[src/rtl/spi_transmit.sv]
`timescale 1ns/1ps
// spi_transmit
// SPI slave transmitter (mode 0, MSB first). It returns processed pixel bytes
// to the MCU. Bytes are queued through a valid/ready handshake into a small
// FIFO. The MCU-driven spiClk and cs are synchronized into the clk domain and
// edge-detected, so everything runs on clk.
//
// Ports:
//   clk       system clock, all state on its rising edge
//   rst       synchronous active-high reset
//   txData    byte to transmit
//   txValid   txData is valid
//   txReady   FIFO can accept a byte
//   spiClk    SPI clock from the MCU (asynchronous)
//   cs        chip select from the MCU, active-high
//   sdo       serial data to the MCU
//   busy      synchronized cs is high
//   underrun  one-cycle pulse when a byte slot starts with the FIFO empty
module spi_transmit #(
   parameter int DEPTH       = 4,
   parameter int SYNC_STAGES = 2
) (
   input  logic       clk,
   input  logic       rst,
   input  logic [7:0] txData,
   input  logic       txValid,
   output logic       txReady,
   input  logic       spiClk,
   input  logic       cs,
   output logic       sdo,
   output logic       busy,
   output logic       underrun
);

   localparam int AW = $clog2(DEPTH);
   localparam logic [AW:0] FULL_COUNT = (AW+1)'(DEPTH);

   // FIFO storage
   logic [7:0]    mem [DEPTH];
   logic [AW-1:0] wr_ptr;
   logic [AW-1:0] rd_ptr;
   logic [AW:0]   count;

   // Synchronizer chains: SYNC_STAGES flops plus one history flop each
   logic [SYNC_STAGES:0] sck_pipe;
   logic [SYNC_STAGES:0] cs_pipe;

   logic sck_sync;
   logic sck_hist;
   logic cs_sync;
   logic cs_hist;
   logic cs_rise;
   logic cs_fall;
   logic sck_fall;

   logic [7:0] shreg;
   logic [2:0] bit_cnt;

   logic       push;
   logic       pop;
   logic       load;
   logic       empty;
   logic [7:0] next_byte;

   assign sck_sync = sck_pipe[SYNC_STAGES-1];
   assign sck_hist = sck_pipe[SYNC_STAGES];
   assign cs_sync  = cs_pipe[SYNC_STAGES-1];
   assign cs_hist  = cs_pipe[SYNC_STAGES];

   assign cs_rise  = cs_sync && !cs_hist;
   assign cs_fall  = !cs_sync && cs_hist;
   assign sck_fall = !sck_sync && sck_hist;

   assign empty   = (count == '0);
   assign txReady = !rst && (count < FULL_COUNT);
   assign push    = txValid && txReady;

   // A new byte slot starts on cs rising or after the eighth falling spiClk.
   // cs_rise implies cs_sync, so the two terms never disagree on the load.
   assign load      = cs_rise || (sck_fall && cs_sync && (bit_cnt == 3'd7));
   // An empty FIFO is never bypassed, even if a push lands in the same cycle.
   assign pop       = load && !empty;
   assign next_byte = empty ? 8'h00 : mem[rd_ptr];

   assign sdo  = cs_sync && shreg[7];
   assign busy = cs_sync;

   // Synchronizers
   always_ff @(posedge clk) begin
      if (rst) begin
         sck_pipe <= '0;
         cs_pipe  <= '0;
      end else begin
         sck_pipe <= {sck_pipe[SYNC_STAGES-1:0], spiClk};
         cs_pipe  <= {cs_pipe[SYNC_STAGES-1:0], cs};
      end
   end

   // FIFO data (no reset needed, validity is tracked by count)
   always_ff @(posedge clk) begin
      if (push) begin
         mem[wr_ptr] <= txData;
      end
   end

   // FIFO pointers and occupancy
   always_ff @(posedge clk) begin
      if (rst) begin
         wr_ptr <= '0;
         rd_ptr <= '0;
         count  <= '0;
      end else begin
         if (push) begin
            wr_ptr <= wr_ptr + AW'(1);
         end
         if (pop) begin
            rd_ptr <= rd_ptr + AW'(1);
         end
         case ({push, pop})
            2'b10:   count <= count + (AW+1)'(1);
            2'b01:   count <= count - (AW+1)'(1);
            default: count <= count;
         endcase
      end
   end

   // Shift register, bit counter and underrun flag
   always_ff @(posedge clk) begin
      if (rst) begin
         shreg    <= '0;
         bit_cnt  <= '0;
         underrun <= 1'b0;
      end else begin
         underrun <= load && empty;
         if (cs_rise) begin
            shreg   <= next_byte;
            bit_cnt <= '0;
         end else if (cs_fall) begin
            // Aborted byte is dropped; it was already popped and is not resent
            shreg   <= '0;
            bit_cnt <= '0;
         end else if (sck_fall && cs_sync) begin
            if (bit_cnt == 3'd7) begin
               shreg   <= next_byte;
               bit_cnt <= '0;
            end else begin
               shreg   <= {shreg[6:0], 1'b0};
               bit_cnt <= bit_cnt + 3'd1;
            end
         end
      end
   end

endmodule

[config.mk]
export PLATFORM = sky130hd
export DESIGN_NAME = spi_transmit
export DESIGN_NICKNAME = d
export VERILOG_FILES = /design/src/rtl/spi_transmit.sv
export SDC_FILE = /design/constraint.sdc
export NUM_CORES = 1
export LEC_CHECK = 0
export ABC_AREA = 1
export CAP_MARGIN = 15
export CORE_ASPECT_RATIO = 1.5
export CORE_MARGIN = 1
export CORE_UTILIZATION = 52
export DETAILED_ROUTE_END_ITERATION = 10
export GPL_ROUTABILITY_DRIVEN = 0
export PLACE_DENSITY_LB_ADDON = 0.15
export SYNTH_ARGS = -nofsm -noshare
export SYNTH_HDL_FRONTEND = slang
export SYNTH_SLANG_ARGS = --single-unit
[constraint.sdc]
create_clock -name clk -period 1.83 [get_ports clk]
set_input_delay 0.2745 -clock clk [delete_from_list [all_inputs] [get_ports clk]]
set_output_delay 0.2745 -clock clk [all_outputs]
set_load 0.005 [all_outputs]
======== Word-level counts from Yosys, hierarchy flattened ========
Memory sizes are Yosys's and may differ from the RTL's. A register that Yosys moved wholly into a read port is not among the register bits.
Index checks and enable logic that the tools add are counted.
operators by class
  muxes and demuxes ....................... 11
  eq/ne operators ......................... 3
  order comparisons ....................... 1
  $add $sub $neg .......................... 5
  reductions and logical operators ........ 20
operators by type and width
  operator                                                            number
  8-bit two-way mux                                                   5
  1-bit logical AND                                                   10
  3-bit by 1-bit adder with 3-bit output, second input constant       2
  3-bit one-hot mux with 2 select lines                               1
  1-bit logical NOT                                                   5
  2-bit by 1-bit adder with 2-bit output, second input constant       2
  2-bit two-way mux                                                   2
  3-bit == test, second input constant                                1
  3-bit logical NOT                                                   1
  3-bit < comparator, second input constant                           1
  3-bit two-way mux                                                   1
  3-bit nonzero test                                                  1
  3-bit OR reduction                                                  1
  3-bit by 1-bit subtractor with 3-bit output, second input constant  1
  2-bit by 1-bit == test with 1-bit output, second input constant     1
  2-bit == test, second input constant                                1
  1-bit two-way mux                                                   2
  2-bit nonzero test                                                  1
  1-bit logical OR                                                    1
storage, ports and cells
  RAM bits ................................ 32
  bits in registers ....................... 25
  output and inout port bits .............. 4
  memories kept ........................... 1
  input port bits ......................... 13
memories
  name  words  width  rd ports  clocked after Yosys merged registers in  write ports  RTL line  RTL
  mem   4      8      1         1                                        1            39        logic [7:0] mem [DEPTH];

======== Depth between registers and ports, before layout ========
Gate-level depths: netlist (run 1).
  word-level depth ........................ 8
  gate-level depth with buffers ........... 14
  mapped depth without buffers ............ 14

======== Worst setup path after synthesis (run 1) ========
OpenSTA, ideal clock, no wires.
  path type ............................... reg2reg
  start point ............................. register bit_cnt[0]
  end point ............................... register count[2]
  path slack .............................. -162 ps
  arrival ................................. 1879 ps
  cell stages (with the launch flop) ...... 14
  setup time .............................. 113 ps
  cell sequence ........................... dfxtp_1 ha_1 ha_1 nand4_1 nand2_1 nand2_1 inv_1 ha_1 inv_1 fa_1 a21oi_1 o21ai_0 nor2_1 nor2_1
on the way
  word-level cells in the longest chain between the ends .. 6
  elaborated cells on any way between the ends .. 8
ends and longest elaborated chain
  item                                                                         RTL line  RTL
  from (decl)                                                                  57        logic [2:0] bit_cnt;
  from (signal assigned)                                                       148       bit_cnt <= bit_cnt + 3'd1;
  3-bit == test *                                                              80        assign load = cs_rise || (sck_fall && cs_sync && (bit_cnt == 3'd7));
  1-bit logical AND *                                                          80
  1-bit logical OR *                                                           80
  1-bit logical AND *                                                          82        assign pop = load && !empty;
  net pop                                                                      60        logic pop;
  2-bit by 1-bit == test with 1-bit output or 2-bit == test (tied branches)    119       case ({push, pop})
  3-bit one-hot mux with 2 select lines or 2-bit nonzero test (tied branches)  -
  to (signal assigned)                                                         120       2'b10: count <= count + (AW+1)'(1);
  to (signal assigned)                                                         121       2'b01: count <= count - (AW+1)'(1);
  to (signal assigned)                                                         122       default: count <= count;
  to (decl)                                                                    42        logic [AW:0] count;
Mark *: on every way through the listed nets, which the timed path passes. The rest lies on a longest branch.
A chain may end at the register's enable or synchronous reset.

======== Worst setup path after layout (run 1) ========
Ends and elaborated chain as after synthesis.

==> metrics.md, run 1 <==
| Metric | Value |
|---|---|
| Critical path capture point type | flip-flop |
| Total power | 2.87 mW |
| Worst reg2reg startpoint | bit_cnt[0]$_SDFFE_PP0P_ |
| Clock Skews | 0.00558 ns |
| Antenna-violating nets left | 0 |
| Vias/cell | 4.69 |
| Synthesized Nets | 318 |
| Ratio of final minimum period to clock period | 106% |
| Grt ovf | 0 |
| Vias | 1,914 |
| Vias in the first global route | 1,701 |
| Hold Path Origin | sck_pipe[0]$_SDFF_PP0_ |
| Hold Buf Count CTS | 0 |
| RR Endpoint | count[2]$_SDFFE_PP0P_ |
| Total Nets Final | 360 |
| DRC viols | 0 |
| Hold EP | sck_pipe[1]$_SDFF_PP0_ |
| Initial Utilization | 54.2% |
| Core area | 0.00481 mm^2 |
| Crit-path leading delay family | adder cells |
| Final setup violation count | 2 |
| Layout area overhead | 24.2% |
| # port buffers | 16 |
| Most frequent cells in the layout | 63 x nand2_1, 54 x inv_1, 37 x nor2_1 |
| Outcome | complete, but fails checks |
| R2r setup slk | -0.11 ns |
| Routed WL | 4450 um |
| Worst EP required | 2.10 ns |
| CTS Buf Count | 9 |
| F_max | 516 MHz |
| Yosys warns | 0 |
| Pwr dens | 887 mW/mm^2 |
| Most common cell after layout, fill and taps aside | nand2_1 |
| Die Span Y | 88.7 um |
| WP data arrival | 2.21 ns |
| Failing checks | negative setup slack |
| Final min period | 1.94 ns |
| Setup slack after layout | -0.108 ns |
| R2R cell count | 14 |
| Post-synth EDFFs | 32 |
| Largest net degree at the start of global routing | 18 |
| Mapped Cells | 295 |
| Reg area | 0.00150 mm^2 |
| Register area share after synthesis | 57.6% |
| Root Buffer Master | clkbuf_8 |
| Most used DFF post-synth | edfxtp_1 |
| Maximum vdd drop | 0.573 mV |
| Worst hold path class | reg -> reg |
| Crit path cell chain | ha_4, ha_4, nand4_1, nand2_2, nand2_2, inv_2, ha_4, inv_2, fa_2, a21oi_2, o21ai_2, nand2_1, nand2_1, nor2_1 |
| Unique masters post-synth | 22 |
| #FFs+latches synth | 59 |
| Pre-CTS setup slack | -0.208 ns |
| Ports | 17 |
| Max Root-Sink Buffers | 2 |
| CTS tree | done |
| Clock H-tree levels | 3 |
| Buf/Inv on CP | 2 |
| Max Slew Vio Count | 0 |
| Multi-input gate area | 910 um^2 |
| Slew headroom | 77.0% |
| Die width | 59.8 um |
| Initial antenna violation count | 0 |
| # Max-Cap Violations | 0 |
| Worst-Skew Late Latency | 0.33 ns |
| Number of placement rows | 31 |
| Syn_area_per_cell | 8.84 um^2 |
| Final HPWL from detailed placement | 3070 um |
| Hold depth | 2 |
| Final Hold Viols | 0 |
| # clock sinks | 59 |
| Share of layout cells above drive strength 1 | 16.7% |
| Least-Margin Pin Slew | 0.344 ns |
| Cell Area, Synth | 0.00261 mm^2 |
| RSZ-0062 raised after global routing | yes |
| Setup Crit Path Kind | reg -> reg |
| Clk slew on worst S/H paths | 0.06 ns |
| DRT Pass-1 Iters | 4 |
| Antenna diodes | 0 |
| Gr usage total | 19.0% |
| First-pass GRT wire length | 7200 um |
| Iteration-0 DRC count of the detailed router | 56 |
| P_leak | 1.39 nW |
| Die ar. | 0.00531 mm^2 |
| Largest stage delay on the critical path | 0.35 ns |
| Async SR Flop Fraction | 0% |
| Crit-path slowest cell | dfxtp_2 |
| Critical Path Fanout Max | 2 |
| Crit path top cell by count | ha_4 |
| Fill cells | 411 |
| Setup crit start kind | flip-flop |
| Wire length per cell | 10.9 um |
how the worst max path moves through the flow:
| stage | start | endpoint | slack (ns) | cells past startpoint |
|---|---|---|---|---|
| finish | bit_cnt[0]$_SDFFE_PP0P_ | count[2]$_SDFFE_PP0P_ | -0.11 | 14 |
| global route | bit_cnt[0]$_SDFFE_PP0P_ | count[2]$_SDFFE_PP0P_ | -0.24 | 14 |
| CTS | bit_cnt[0]$_SDFFE_PP0P_ | count[2]$_SDFFE_PP0P_ | -0.08 | 14 |
| detailed placement | bit_cnt[1]$_SDFFE_PP0P_ | count[1]$_SDFFE_PP0P_ | -0.21 | 12 |
| global placement | bit_cnt[1]$_SDFFE_PP0P_ | count[1]$_SDFFE_PP0P_ | -0.14 | 12 |
| floorplan | bit_cnt[1]$_SDFFE_PP0P_ | count[1]$_SDFFE_PP0P_ | -0.08 | 12 |
stage by stage:
| stage | instance area, um^2 | hold slack (ns) | utilization, % | TNS [ns] | std cells |
|---|---|---|---|---|---|
| global route | 3240 | 0.428 | 67.3 | -0.466 | 408 |
| global placement | 2980 | 0.405 | 61.9 | -0.274 | 388 |
| detailed placement | 2980 | 0.408 | 61.9 | -0.408 | 388 |
| CTS | 3230 | 0.412 | 67.2 | -0.162 | 408 |
| floorplan | 2640 | 0.373 | - | -0.123 | 295 |
| finish | 3240 | 0.411 | 67.3 | -0.202 | 408 |
cell type report:
type / count / share of cell area (%)
clock inverter: 7 / 2.55
tap: 66 / 2.55
clock buffer: 9 / 3.83
multi-input combinational: 172 / 28.1
inverter: 58 / 6.72
sequential: 59 / 46.4
timing repair buffer: 37 / 9.81
registers in the layout (all words and copies together) (netlist names), named ones only:
name      count
bit_cnt       3
underrun      1
shreg         8
mem          32
rd_ptr        2
sck_pipe      3
count         3
cs_pipe       3
wr_ptr        2
worst min-delay path: stages, from the launching register on:
cell     delay [ns]
dfxtp_1        0.30
inv_1          0.04
nor2_1         0.03
report_power, final:
part | internal (mW) | switching (mW) | total (mW)
combinational | 0.0873 | 0.111 | 0.198
clock | 0.749 | 0.480 | 1.23
sequential | 1.43 | 0.0139 | 1.45
total | 2.27 | 0.605 | 2.87
Yosys cell counts (2+ instances only):
cell | count | area [um^2]
edfxtp_1 | 32 | 961
nand2_2 | 4 | 25.0
nor2_1 | 37 | 139
o21ai_1 | 2 | 10.0
ha_1 | 9 | 113
inv_2 | 2 | 7.51
nand3_1 | 20 | 100
inv_1 | 56 | 210
nor2_4 | 2 | 22.5
buf_2 | 4 | 20.0
nand2_1 | 65 | 244
a21oi_1 | 17 | 85.1
dfxtp_1 | 27 | 541
o21ai_0 | 10 | 50.1
what timing repair did:
item,CTS,global route
gates cloned,0,0
setup buffers,4,0
pin swaps,7,1
endpoints found under the setup margin,2,2
resized for setup,4,2
hold endpoints to repair,0,0
logic make-up (layout without fill, tap and decap cells):
family / Yosys count / count (layout) / synth area share [%]
buf+inv: 64 / 111 / 9.55
flops: 59 / 59 / 57.6
xor+xnor: 1 / 1 / 0.336
compound gates: 29 / 29 / 5.57
simple gates: 132 / 132 / 21.9
fa+ha+maj: 10 / 10 / 5.09
routing by layer:
layer  up-vias  wire (um)  track usage (%)
met1       869       1840             20.7
met4         0         86             8.03
li1       1000          -                -
met2        36       2330             32.2
met5         -          0                0
met3         9        189             7.75
Note: power is estimated with default switching activity, not from simulation.
==> run 2: changes to the inputs <==
Settings changed: CORE_MARGIN 1 to 1.5.
==> run 2 against run 1 <==
Net effect: the run still ends with negative setup slack left; cell count increased by 1.2%; clock power down 12%; fmax increased by 1.6%; non-clock buffer count is 6 higher; die area is 2.8% higher; sequential cell count stayed put; wire length is 3.5% higher; final area rose by 1.3%; first-iteration DRC count is 14% higher; via count grew 0.42%; combinational power up 8%; critical endpoint is now count[1]$_SDFFE_PP0P_; largest power group unchanged; highest routed layer unchanged.
==> metrics.md, run 2 (synthesized netlist as in run 1, its figures left out) <==
| Metric | Value |
|---|---|
| Max Slew Vio Count | 0 (unchanged) |
| Crit-path leading delay family | adder cells |
| Clock Skews | 0.00369 ns (-0.00188 ns) |
| RSZ-0062 raised after global routing | yes |
| CTS tree | done |
| Crit-path slowest cell | fa_2 |
| Outcome | complete, but fails checks |
| Critical path capture point type | flip-flop |
| Worst-Skew Late Latency | 0.33 ns (about the same) |
| Final setup violation count | 5 (+3) |
| Gr usage total | 19.5% (+0.53 points) |
| Least-Margin Pin Slew | 0.329 ns (-0.0153 ns) |
| Clk slew on worst S/H paths | 0.06 ns (about the same) |
| Top Registers | mem: 32 flops, shreg: 8 flops |
| Final Hold Viols | 0 (unchanged) |
| Buf/Inv on CP | 2 (unchanged) |
| Root Buffer Master | clkbuf_8 |
| WP data arrival | 2.13 ns (-0.08 ns) |
| Initial antenna violation count | 0 (unchanged) |
| Core area | 0.00481 mm^2 (unchanged) |
| Worst EP required | 2.05 ns (-0.05 ns) |
| Pwr dens | 836 mW/mm^2 (-5.8%) |
| Most common cell after layout, fill and taps aside | nand2_1 |
| Share of layout cells above drive strength 1 | 18.7% (+2.1 points) |
| P_leak | 1.42 nW (+2.5%) |
| Largest stage delay on the critical path | 0.51 ns (+0.16 ns) |
| Initial Utilization | 54.2% (unchanged) |
| Crit path cell chain | ha_4, ha_4, nand4_1, nand2_2, nand2_4, inv_4, ha_4, inv_2, fa_2, nor2_1, a21oi_1, nor2_1 |
| Slew headroom | 78.0% (+1.0 points) |
| Antenna-violating nets left | 0 (unchanged) |
| Antenna diodes | 0 (unchanged) |
| Worst hold path class | reg -> reg |
| Vias/cell | 4.65 (-0.80%) |
| Largest net degree at the start of global routing | 18 (unchanged) |
| Critical Path Fanout Max | 3 (+1) |
| Total power | 2.74 mW (-4.5%) |
| Fill cells | 414 (+0.73%) |
| Vias in the first global route | 1,915 (+13%) |
| Wire length per cell | 11.1 um (+2.2%) |
| Failing checks | negative setup slack |
| Iteration-0 DRC count of the detailed router | 64 (+14%) |
| Vias | 1,922 (+0.42%) |
| Number of placement rows | 31 (unchanged) |
| Ports | 17 (unchanged) |
| Crit path top cell by count | ha_4 |
| Routed WL | 4600 um (+3.5%) |
| Layout area overhead | 25.8% |
| Maximum vdd drop | 0.605 mV (+5.6%) |
| Ratio of final minimum period to clock period | 104% (-1.6 points) |
| F_max | 524 MHz (+1.6%) |
| DRC viols | 0 (unchanged) |
| CTS Buf Count | 9 (unchanged) |
| # clock sinks | 59 (unchanged) |
| Fin Setup TNS | -0.237 ns (-0.0355 ns) |
| Die width | 60.8 um (+1.7%) |
| Final min period | 1.91 ns (-0.0301 ns) |
| Setup crit start kind | flip-flop |
| Setup slack after layout | -0.0783 ns (+0.0301 ns) |
| Pre-CTS setup slack | -0.190 ns (+0.0180 ns) |
| Setup Crit Path Kind | reg -> reg |
| Largest register FFs | 32 (unchanged) |
| Final HPWL from detailed placement | 3160 um (+2.9%) |
| First-pass GRT wire length | 7940 um (+10%) |
| DRT Pass-1 Iters | 4 (unchanged) |
| # port buffers | 16 (unchanged) |
| Total Nets Final | 366 (+1.7%) |
| # Max-Cap Violations | 0 (unchanged) |
| Top reg by flops | mem |
| Reg area | 0.00150 mm^2 (unchanged) |
| Grt ovf | 0 (unchanged) |
| Clock H-tree levels | 3 (unchanged) |
| Most frequent cells in the layout | 63 x nand2_1, 54 x inv_1, 36 x nor2_1 |
| Multi-input gate area | 922 um^2 (+1.4%) |
| Max Root-Sink Buffers | 2 (unchanged) |
| Die Span Y | 89.7 um (+1.1%) |
| Die ar. | 0.00546 mm^2 (+2.8%) |
[run 2: cell types whose count changed in the layout (fill, tap and decap cells not counted), sizes merged]
| cell | previous run | this run |
|---|---|---|
| bufinv | 2 | 1 |
| buf | 21 | 27 |
[run 2: repair_timing]
item | 4_1_cts | 5_1_grt
endpoints found under the hold margin | 0 | 0
setup buffers | 10 | 0
setup endpoints to repair | 2 | 6
pin swaps | 8 | 2
hold buffers | 0 | 0
gates resized for setup | 8 | 4
[run 2: final timing paths]
path                                 from                     end  slack, ns  cells past startpoint
setup / recovery  bit_cnt[0]$_SDFFE_PP0P_   count[1]$_SDFFE_PP0P_      -0.08                     12
hold / removal     sck_pipe[0]$_SDFF_PP0_  sck_pipe[1]$_SDFF_PP0_       0.42                      2
setup reg to reg  bit_cnt[0]$_SDFFE_PP0P_   count[1]$_SDFFE_PP0P_      -0.08                     12
hold reg to reg    sck_pipe[0]$_SDFF_PP0_  sck_pipe[1]$_SDFF_PP0_       0.42                      2
[run 2: metal layers]
layer | share of wire (%) | track usage, % | vias up
li1 | - | - | 1015
met1 | 43 | 21.2 | 866
met2 | 52 | 32.6 | 28
met3 | 2.9 | 4.75 | 13
met4 | 2.8 | 12.0 | 0
met5 | 0 | 0 | -
[run 2: cell type report]
| cell class | instances | share of cell area [%] |
|---|---|---|
| Sequential cell | 59 | 45.8 |
| Tap cell | 66 | 2.52 |
| Inverter | 58 | 6.71 |
| Clock inverter | 6 | 1.75 |
| Clock buffer | 9 | 3.78 |
| Multi-Input combinational cell | 172 | 28.1 |
| Timing Repair Buffer | 43 | 11.3 |
[run 2: power by group]
group          total [mW]  internal, mW  switching [mW]
combinational       0.213        0.0957           0.117
clock                1.08         0.610           0.475
sequential           1.45          1.43          0.0136
total                2.74          2.14           0.606
[run 2: tightest hold or removal path: cells and delay by family (launching register included)]
kind | cells | cell delay [ns]
buffers and inverters | 1 | 0.04
flip-flops | 1 | 0.30
AND/OR/NAND/NOR | 1 | 0.04
[run 2: through the flow]
| stage | area [um^2] | hold WS (ns) | cells | utilization [%] |
|---|---|---|---|---|
| 2_1_floorplan | 2640 | 0.373 | 295 | - |
| 3_3_place_gp | 2990 | 0.412 | 389 | 62.1 |
| 3_5_place_dp | 2990 | 0.413 | 389 | 62.1 |
| 4_1_cts | 3270 | 0.427 | 413 | 68.0 |
| 5_1_grt | 3280 | 0.438 | 413 | 68.2 |
| 6_report | 3280 | 0.418 | 413 | 68.2 |
==> run 3: changes to the inputs <==
Settings changed: TNS_END_PERCENT set to 10.
==> run 3 against run 2 <==
Net effect: the run still ends with negative setup slack left; first-iteration DRC count grew 7.8%; core utilization shrank 0.36 points; sequential power is essentially flat; final area shrank 0.53%; setup slack gained 0.00091 ns; clock skew is essentially flat; cell count shrank 0.24%; combinational power shrank 2%; critical path type unchanged; highest routed layer unchanged.
==> metrics.md, run 3 (synthesized netlist as in run 1, its figures left out) <==
| Metric | Value |
|---|---|
| Outcome | complete, but fails checks |
| Failing checks | negative setup slack |
| Max Root-Sink Buffers | 2 (unchanged) |
| Post-Layout Cell Count | 412 (-0.24%) |
| Clock Skews | 0.00407 ns (+0.000379 ns) |
| DRT Pass-1 Iters | 4 (unchanged) |
| Vias | 1,917 (-0.26%) |
| Most frequent cells in the layout | 63 x nand2_1, 54 x inv_1, 37 x nor2_1 |
| RSZ-0062 raised after global routing | yes |
| Die Span Y | 89.7 um (unchanged) |
| Setup slack after layout | -0.0774 ns (+0.000911 ns) |
| Slew headroom | 78.0% (about the same) |
| Number of placement rows | 31 (unchanged) |
| Placed cell count | 389 (unchanged) |
| CTS Buf Count | 9 (unchanged) |
| Root Buffer Master | clkbuf_8 |
| Post-layout util | 67.8% (-0.36 points) |
| Gr usage total | 19.3% (-0.26 points) |
| RR Endpoint | count[1]$_SDFFE_PP0P_ |
| Initial antenna violation count | 0 (unchanged) |
| First-pass GRT wire length | 7850 um (-1.1%) |
| R2R cell count | 12 (unchanged) |
| # port buffers | 16 (unchanged) |
| Switching Share | 21.9% (-0.14 points) |
| R2r setup slk | -0.08 ns (about the same) |
| Layer carrying the most global-route usage | met2 |
| Vias/cell | 4.65 (about the same) |
| CTS tree | done |
| Top Registers | mem: 32 flops, shreg: 8 flops |
| Largest register FFs | 32 (unchanged) |
| Clk slew on worst S/H paths | 0.06 ns (about the same) |
| Setup Crit Path Kind | reg -> reg |
| Pwr dens | 839 mW/mm^2 (+0.32%) |
| Hold Path Origin | sck_pipe[0]$_SDFF_PP0_ |
| Total Nets Final | 365 (-0.27%) |
| Iteration-0 DRC count of the detailed router | 69 (+7.8%) |
| Final min period | 1.91 ns (-0.000911 ns) |
| Worst reg2reg startpoint | bit_cnt[0]$_SDFFE_PP0P_ |
| Antenna diodes | 0 (unchanged) |
| Share of layout cells above drive strength 1 | 18.2% (-0.52 points) |
| Largest net degree at the start of global routing | 18 (unchanged) |
| Die width | 60.8 um (unchanged) |
| F_max | 524 MHz (about the same) |
| Worst hold path class | reg -> reg |
| Met2 GRT Util | 32.4% (-0.18 points) |
| Vias in the first global route | 1,878 (-1.9%) |
| Most common cell after layout, fill and taps aside | nand2_1 |
| Clock power frac | 39.6% (about the same) |
| Maximum vdd drop | 0.605 mV (about the same) |
| Worst-Skew Late Latency | 0.33 ns (about the same) |
| Final setup violation count | 3 (-2) |
| Pre-CTS setup slack | -0.190 ns (unchanged) |
| Routed WL | 4520 um (-1.8%) |
| P_leak | 1.41 nW (-1.0%) |
| Core area | 0.00481 mm^2 (unchanged) |
| WP data arrival | 2.13 ns (about the same) |
| Grt ovf | 0 (unchanged) |
| Clock H-tree levels | 3 (unchanged) |
| Psw | 0.600 mW (-0.84%) |
| Fin Setup TNS | -0.139 ns (+0.0984 ns) |
| Hold depth | 2 (unchanged) |
| GR Util met1 | 20.8% (-0.39 points) |
| Comb pwr share | 7.6% (-0.2 points) |
| Hold EP | sck_pipe[1]$_SDFF_PP0_ |
| Critical Path Fanout Max | 3 (unchanged) |
| Antenna-violating nets left | 0 (unchanged) |
| DRC viols | 0 (unchanged) |
| Hold Buf Count CTS | 0 (unchanged) |
| Flop pwr share | 52.8% (about the same) |
| # clock sinks | 59 (unchanged) |
| Setup crit start kind | flip-flop |
| Ratio of final minimum period to clock period | 104% (about the same) |
| Max Slew Vio Count | 0 (unchanged) |
| Smallest hold slack | 0.418 ns (-0.000314 ns) |
| Final Hold Viols | 0 (unchanged) |
| Wire length per cell | 11.0 um (-1.5%) |
| Die ar. | 0.00546 mm^2 (unchanged) |
| Critical path capture point type | flip-flop |
| Worst EP required | 2.05 ns (about the same) |
| Internal power | 2.14 mW (about the same) |
| Top reg by flops | mem |
| Final HPWL from detailed placement | 3160 um (unchanged) |
| Layout area overhead | 25.1% |
| # Max-Cap Violations | 0 (unchanged) |
| Least-Margin Pin Slew | 0.329 ns (+0.000118 ns) |
| GR met3 Demand/Resource | 4.75% (unchanged) |
| Ports | 17 (unchanged) |
| Initial Utilization | 54.2% (unchanged) |
| Fill cells | 414 (unchanged) |
==> run 3: per-layer routing <==
layer | part of all wire [%] | up-vias
met2 | 52 | 30
met1 | 42 | 863
met5 | 0 | -
met4 | 2.2 | 0
met3 | 2.9 | 10
li1 | - | 1014
==> run 3: area by class of cell <==
class                      count  area (um^2)  share of cell area, %
clock buffer                   9          124                   3.80
clock inverter                 6         57.6                   1.76
inverter                      58          218                   6.67
multi-input combinational    172          915                   28.0
sequential                    59         1500                   46.1
tap                           66         82.6                   2.53
timing repair buffer          42          363                   11.1
==> run 3: what timing repair did <==
action	in CTS	in global routing
pin swaps	6	0
gates resized for setup	7	2
buffers inserted	9	0
setup endpoints to repair	2	6
==> run 3: per-stage QoR <==
step                instance area (um^2)  power, mW
floorplan                           2640       1.58
global placement                    2990       1.66
detailed placement                  2990       1.67
CTS                                 3260       2.77
global route                        3260       2.86
finish                              3260       2.74
==> run 3: worst max-delay path, cell delays in order, from the launching register on <==
cell	delay, ns
dfxtp_2	0.35
ha_4	0.14
ha_4	0.12
nand4_1	0.09
nand2_2	0.09
nand2_2	0.07
inv_2	0.08
ha_4	0.12
inv_2	0.04
fa_2	0.51
nor2_1	0.04
a21oi_1	0.12
nor2_1	0.05
==> run 3: power groups by stage <==
stage	logic, mW	registers, mW	clock network (mW)
2_1_floorplan	0.109	1.47	0
3_3_place_gp	0.189	1.47	0
3_5_place_dp	0.193	1.47	0
4_1_cts	0.210	1.45	1.11
5_1_grt	0.237	1.45	1.17
6_report	0.209	1.45	1.08
==> run 3: worst max-delay path by stage <==
stage | startpoint | endpoint | slack (ns)
detailed placement | bit_cnt[1]$_SDFFE_PP0P_ | count[1]$_SDFFE_PP0P_ | -0.19
finish | bit_cnt[0]$_SDFFE_PP0P_ | count[1]$_SDFFE_PP0P_ | -0.08
CTS | bit_cnt[0]$_SDFFE_PP0P_ | count[1]$_SDFFE_PP0P_ | -0.09
global route | bit_cnt[0]$_SDFFE_PP0P_ | count[1]$_SDFFE_PP0P_ | -0.21
floorplan | bit_cnt[1]$_SDFFE_PP0P_ | count[1]$_SDFFE_PP0P_ | -0.08
global placement | bit_cnt[1]$_SDFFE_PP0P_ | count[1]$_SDFFE_PP0P_ | -0.14
